File: src/rtl/fetch_redirect_ctrl.sv
// rtl/fetch_redirect_ctrl.sv - fetch redirect arbiter/sequencer (RUN -> REDIRECT -> FLUSH)
// Optional redirect counter output enabled by FETCH_REDIRECT_PERF_CNT_EN.
module fetch_redirect_ctrl #(
  parameter int FLUSH_CYCLES = 2
) (
  input  logic        clk,
  input  logic        rst,
  input  logic        fetch_ready,
  input  logic        stall_id,
  input  logic        br_valid,
  input  logic [11:0] br_imm,
  input  logic        jal_valid,
  input  logic [19:0] jal_imm,
  input  logic        jalr_valid,
  input  logic [31:0] jalr_target,
  output logic        pc_en,
  output logic [1:0]  pc_src,
  output logic [11:0] imm,
  output logic [19:0] imm_jal,
  output logic [31:0] imm_jalr,
  output logic        flush,
`ifdef FETCH_REDIRECT_PERF_CNT_EN
  output logic [31:0] redirect_cnt,
`endif
  output logic [1:0]  state
);

  typedef enum logic [1:0] {
    RUN      = 2'b00,
    REDIRECT = 2'b01,
    FLUSH    = 2'b10
  } state_e;

  localparam logic [1:0] SRC_SEQ  = 2'b00;
  localparam logic [1:0] SRC_BR   = 2'b01;
  localparam logic [1:0] SRC_JAL  = 2'b10;
  localparam logic [1:0] SRC_JALR = 2'b11;

  state_e      state_q, state_d;
  logic [1:0]  src_q, src_d;
  logic [11:0] imm_q, imm_d;
  logic [19:0] imm_jal_q, imm_jal_d;
  logic [31:0] imm_jalr_q, imm_jalr_d;
  logic [2:0]  cnt_q, cnt_d;
  logic        accept;

  always_comb begin
    state_d    = state_q;
    src_d      = src_q;
    imm_d      = imm_q;
    imm_jal_d  = imm_jal_q;
    imm_jalr_d = imm_jalr_q;
    cnt_d      = cnt_q;
    pc_en      = 1'b0;
    pc_src     = SRC_SEQ;
    flush      = 1'b0;
    accept     = 1'b0;
    case (state_q)
      RUN: begin
        pc_en = fetch_ready & ~stall_id;
        // Older instruction wins; losing redirects are simply dropped
        if (jalr_valid) begin
          src_d      = SRC_JALR;
          imm_jalr_d = jalr_target;
          state_d    = REDIRECT;
          pc_en      = 1'b0;
        end else if (br_valid) begin
          src_d   = SRC_BR;
          imm_d   = br_imm;
          state_d = REDIRECT;
          pc_en   = 1'b0;
        end else if (jal_valid) begin
          src_d     = SRC_JAL;
          imm_jal_d = jal_imm;
          state_d   = REDIRECT;
          pc_en     = 1'b0;
        end
      end
      REDIRECT: begin
        pc_src = src_q;
        flush  = 1'b1;
        pc_en  = fetch_ready;
        if (fetch_ready) begin
          accept = 1'b1;
          cnt_d  = 3'(FLUSH_CYCLES);
          state_d = (FLUSH_CYCLES == 0) ? RUN : FLUSH;
        end
      end
      FLUSH: begin
        flush = 1'b1;
        pc_en = fetch_ready;
        cnt_d = cnt_q - 3'd1;
        if (cnt_q <= 3'd1) state_d = RUN;
      end
      default: state_d = RUN;
    endcase
  end

  always_ff @(posedge clk) begin
    if (rst) begin
      state_q    <= RUN;
      src_q      <= 2'b00;
      imm_q      <= 12'h0;
      imm_jal_q  <= 20'h0;
      imm_jalr_q <= 32'h0;
      cnt_q      <= 3'd0;
    end else begin
      state_q    <= state_d;
      src_q      <= src_d;
      imm_q      <= imm_d;
      imm_jal_q  <= imm_jal_d;
      imm_jalr_q <= imm_jalr_d;
      cnt_q      <= cnt_d;
    end
  end

`ifdef FETCH_REDIRECT_PERF_CNT_EN
  logic [31:0] redirect_cnt_q;

  always_ff @(posedge clk) begin
    if (rst) redirect_cnt_q <= 32'h0;
    else if (accept) redirect_cnt_q <= redirect_cnt_q + 32'h1;
  end

  assign redirect_cnt = redirect_cnt_q;
`else
  logic unused_accept;
  assign unused_accept = accept;
`endif

  assign imm      = imm_q;
  assign imm_jal  = imm_jal_q;
  assign imm_jalr = imm_jalr_q;
  assign state    = state_q;

endmodule

File: config.mk
export PLATFORM = sky130hd
export DESIGN_NAME = fetch_redirect_ctrl
export DESIGN_NICKNAME = d
export VERILOG_FILES = /design/src/rtl/fetch_redirect_ctrl.sv
export SDC_FILE = /design/constraint.sdc
export NUM_CORES = 1
export LEC_CHECK = 0
export CAP_MARGIN = 0
export CORE_MARGIN = 2
export CORE_UTILIZATION = 35
export CTS_BUF_LIST = sky130_fd_sc_hd__clkbuf_16
export DETAILED_ROUTE_END_ITERATION = 10
export GPL_TIMING_DRIVEN = 0
export PLACE_DENSITY = 0.72
export SLEW_MARGIN = 30
export SYNTH_ARGS = -nofsm -noshare
export SYNTH_HDL_FRONTEND = slang
export SYNTH_SLANG_ARGS = --single-unit
File: constraint.sdc
create_clock -name clk -period 3.6 [get_ports clk]
set_input_delay 0.54 -clock clk [delete_from_list [all_inputs] [get_ports clk]]
set_output_delay 0.54 -clock clk [all_outputs]
set_load 0.05 [all_outputs]
# After elaboration in Yosys (flattened, before gate mapping)
# Index checks and enable logic that the tools add are counted.
# W data, S select, Z words.
[totals]
regBits = 71
latch_bits = 0
ram_bits = 0
mem_bits_ro = 0
output_inout_bits = 70
elab_cells = 44
memories = 0
[classes]
n_addsub = 1
multipliers = 0
div_mod_pow = 0
magnitude_cmp = 1
eq_ne = 5
shift = 0
muxes = 17
bitwise = 4
n_reduce_logical = 10
[op_table]
columns = ["cell", "n"]
rows = [
  ["$mux W2", 9],
  ["$pmux W2 S3", 1],
  ["$pmux W3 S2", 1],
  ["$reduce_and A2 Y1", 3],
  ["$reduce_and A3 Y1", 2],
  ["$mux W1", 4],
  ["$ne A2 B2 Y1 const B", 2],
  ["$ne A4 B4 Y1 const B", 1],
  ["$reduce_and A4 Y1", 1],
  ["$le A3 B1 Y1 const B", 1],
  ["$mux W3", 1],
  ["$not A1 Y1", 3],
  ["$reduce_bool A3 Y1", 1],
  ["$sub A3 B1 Y3 const B", 1],
  ["$eq A2 B1 Y1 const B", 1],
  ["$eq A2 B2 Y1 const B", 1],
  ["$logic_not A2 Y1", 1],
  ["$pmux W1 S2", 1],
  ["$reduce_bool A2 Y1", 1],
  ["$reduce_or A2 Y1", 1],
  ["$and A1 B1 Y1", 1],
]

# Depth between registers and ports, before layout
# Gate-level depths: netlist (run 1).
[depth]
ltp_word = 6
mapped_depth = 7

# Least setup slack after synthesis (run 1)
# OpenSTA, ideal clock, no wires.
[synth_timing]
path_kind = "reg2out"
start = "reg state_q[0], in the netlist state[0]"
end = "out pc_en"
arrival_ns = 2.752
t_required_ns = 3.060
slack_ns = 0.308
path_stages_with_launch = 5
path_buffers = 0
cell_sequence = "dfxtp_1 inv_1 ha_1 a21oi_1 nor3b_1"
[synth_via]
elab_chain_len = 3
[synth_rtl]
columns = ["item", "line_no", "text"]
rows = [
  ["start, declared", "39", "state_e state_q, state_d;"],
  ["start signal, assigned", "108", "state_q <= state_d;"],
  ["$eq A2 B2 Y1 / $eq A2 B1 Y1 (equally long branches)", "58", "case (state_q)"],
  ["$reduce_or A2 Y1 (no source line)", "--", ""],
  ["$pmux W1 S2 *", "58", ""],
  ["end, declared", "16", "output logic pc_en,"],
]
# Every way passes the cells marked *; elsewhere a longest branch is shown, timed or not.

# Final worst setup path (run 1)
[layout_timing]
start = "in jalr_valid"
end = "out pc_en"
[layout_via]
elab_chain_len = 2
[layout_rtl]
columns = ["item", "line_no", "text"]
rows = [
  ["start, declared", "14", "input logic jalr_valid,"],
  ["$mux W1", "62", "if (jalr_valid) begin"],
  ["$pmux W1 S2", "58", ""],
]
# No other way between the ends.

==> summary by stage, run 1 <==
Status
The flow ran to the end, and the final reports show no timing, DRC or antenna violations.

Layout
Of the cells placed in the final design, the portion with a size suffix greater than 1 is 0.0688. The library cell used most frequently in the layout, excluding fill and tap cells, is clkdlybuf4s50_1. The finished cells cover 4530 sq um.

The utilization after layout is 0.589. Leaving out filler cells and counting taps, the final layout contains 596. In the layout the commonest cells are 139 x clkdlybuf4s50_1, 135 x nand2_1, 71 x dfxtp_1, 65 x a21oi_1. The area growth from synthesis to layout is 64.4%. The antenna diode count is 0. In the final design database the tool counted 569 nets.

Timing
Setup violations remaining at the end of the flow were counted as 0. The maximum clock rate is 324 MHz. The setup total negative slack is 0 ps. The minimum clock period after layout is 3080 ps. Measured against its own limit, the worst slew margin works out to 0.642. The post-route fraction of the period consumed by the critical path is 0.856. The actual slew at the worst max-slew pin is 536 ps. The clock arrives with 4.35 ps of skew. Setup repair after global routing left no endpoint under its margin. The hold violation total from the final report is 0.

The number of pins exceeding their max-slew limit in the final report is 0.

Place
The cell count after placement is 581. The global placement routability congestion is 0.755. Detailed placement finished with a half-perimeter wire length of 5510 um. Port buffering added 139 buffers. The placed instance area is 4280 sq um.

Power
The power per unit of standard cell area is 645 nW/um^2. VDD sags by at most 0.000344 V. Summed over all cells, the static leakage comes to 1.66 nW.

Route
The routed layout has 2684 vias. In the routed design, unresolved DRC markers number 0. The final layout contains routed wiring with a total length of 7490 um. For this block, the initial DRC count from the detailed router was 43. Once detail routing completed, the nets flagged for antenna violations numbered 0. The number of search-and-repair iterations in the first detailed-routing pass is 4. The average via count per standard cell is 4.50. The per-cell routed wire length is 12.6 um.

Global route
The initial antenna violation count is 0. The first global-routing pass estimated 12400 um of wire. Global routing finished with a remaining overflow of 0.

The via count of the first global-routing pass is 2693. The total track usage is 0.181. Entering global routing, the biggest net connects 12 pins.

Clock network
After clock tree synthesis, the clock-pin slew on the worst setup and hold paths is 50 ps. The clock sink count is 71. Counting the buffers created by CTS gives 9.

The clock passes through at most 2 buffers. CTS placed an instance of clkbuf_16 at the clock tree root. The post-cts resize count is 0. In this run the post-CTS setup repair buffer count came out at 0. Buffers inserted to repair hold after CTS numbered 0. The TritonCTS clock tree is done. The depth of the CTS H-tree is 3. The clock insertion delay at the later pin of the skew report is 320 ps.

Floorplan
Pin placement for this block handled 141 I/O pins. The initial core utilization is 0.359. The die is 92.7 um tall. The region available for standard cell placement spans 7690 sq um. The area enclosed by the die boundary is 8600 sq um. The die width is 92.7 um. The floorplan has 32 rows.

Logic synthesis
The per-instance average area after synthesis is 8.11 sq um. The portion of synthesized cell area occupied by the leading cell type is 0.516. By area the synthesized netlist is led by dfxtp_1 52%, nand2_1 18%, a21oi_1 12%.

The area of the mapped netlist is 2760 sq um. The number of warnings issued by yosys is 0. Summed over all instances, the cell type with the most area after synthesis is dfxtp_1. The share of the Yosys chip area taken by registers is 0.516. The number of different library cells in the post-synthesis netlist is 28. The post-synthesis sequential element count is 71. The gate count after technology mapping is 340. The total nets after synthesis is 419.

Setup path
For the worst setup path, the data required time is 3060 ps. STA classifies the critical path startpoint as a primary input. The worst setup path is of the in -> out kind. At the worst endpoint, the arrival time is 2540 ps.

In this run the worst path has a maximum fanout of 8. The worst setup path is captured at an output pin.

Job
Max-cap violations in this run came to 0.

Min path
The kind of path behind the tightest hold check is reg -> reg.
cells in the mapped netlist:
library cell,count
a211oi_1,1
a21oi_1,65
a21oi_2,4
and2_0,1
and2_1,2
and2_4,1
buf_2,5
buf_4,2
buf_6,5
clkbuf_1,9
dfxtp_1,71
ha_1,8
inv_1,4
inv_2,1
mux2i_1,2
nand2_1,135
nand2b_1,5
nand3b_1,1
nand4_1,2
nor2_1,6
nor2b_1,2
nor3_1,1
nor3b_1,1
nor3b_2,1
nor3b_4,1
o21ai_0,2
o21bai_1,1
o41ai_2,1
cell families (layout without fill, tap and decap cells):
logic type	count (synthesis)	after routing	synth area share
compound gates	74	74	0.146
simple gates	159	159	0.241
buf+inv	26	180	0.0540
flops	71	71	0.516
mux	2	2	0.00726
fa+ha+maj	8	8	0.0363
power by group:
group          total (mW)  switching (mW)  internal [mW]
logic                1.19           0.760          0.434
clock network       0.759           0.307          0.453
registers           0.967          0.0664          0.901
final timing paths:
kind          startpoint      endpoint  slack [ps]  depth (start not counted)
max           jalr_valid         pc_en         520                          5
min          imm_jal[18]   imm_jal[18]         450                          2
max reg2reg     state[0]  imm_jalr[11]        1830                          6
min reg2reg  imm_jal[18]   imm_jal[18]         450                          2
through the flow:
step                      total power [mW]  hold WS (ps)  setup WS [ps]
after floorplan                       1.78           432            308
after global placement                2.17           440            509
after detailed placement              2.18           447            490
after CTS                             2.96           454            508
after global routing                  3.10           472            328
final                                 2.92           450            517
area by class of cell:
class | instances | area [sq um]
Clock buffer | 9 | 225
Sequential cell | 71 | 1420
Timing Repair Buffer | 139 | 1390
Buffer | 21 | 130
Fill cell | 721 | 3160
Clock inverter | 6 | 30.0
Inverter | 5 | 18.8
Tap cell | 102 | 128
Multi-Input combinational cell | 243 | 1190
registers in the layout (all words and copies together) (netlist names):
name and cells:
imm_jal 20, src_q 2, imm_jalr 32, cnt_q 3, imm 12, state 2
critical path, stage by stage:
cell	delay (ps)
clkdlybuf4s50_1	580
nor3b_2	310
a21oi_1	90
nor3b_1	170
clkdlybuf4s50_1	840
metal layers:
layer,part of all wire,vias to the layer above,track usage
met3,0.12,8,0.0854
met2,0.44,109,0.289
met4,0.013,0,0.0735
li1,-,1399,-
met1,0.43,1168,0.211
met5,0,-,0
No activity file was read; power rests on OpenSTA's default activity.
==> run 2: changes to the inputs <==
- CTS_CLUSTER_DIAMETER: unset -> 50
- clock period: 3.6 -> 3.25 ns (I/O delays scaled with it)
==> results of run 2 <==
The final DEF is identical to that of run 1. Status: complete, no violations.
Among the figures that moved: setup slack after placement 490 ps -> 245 ps; setup slack after layout 517 ps -> 258 ps; start point of the critical path jalr_valid -> state[1]; register-to-register setup slack 1830 ps -> 1480 ps; total power 2.92 mW -> 3.23 mW; worst IR drop on VDD 0.000344 V -> 0.000381 V
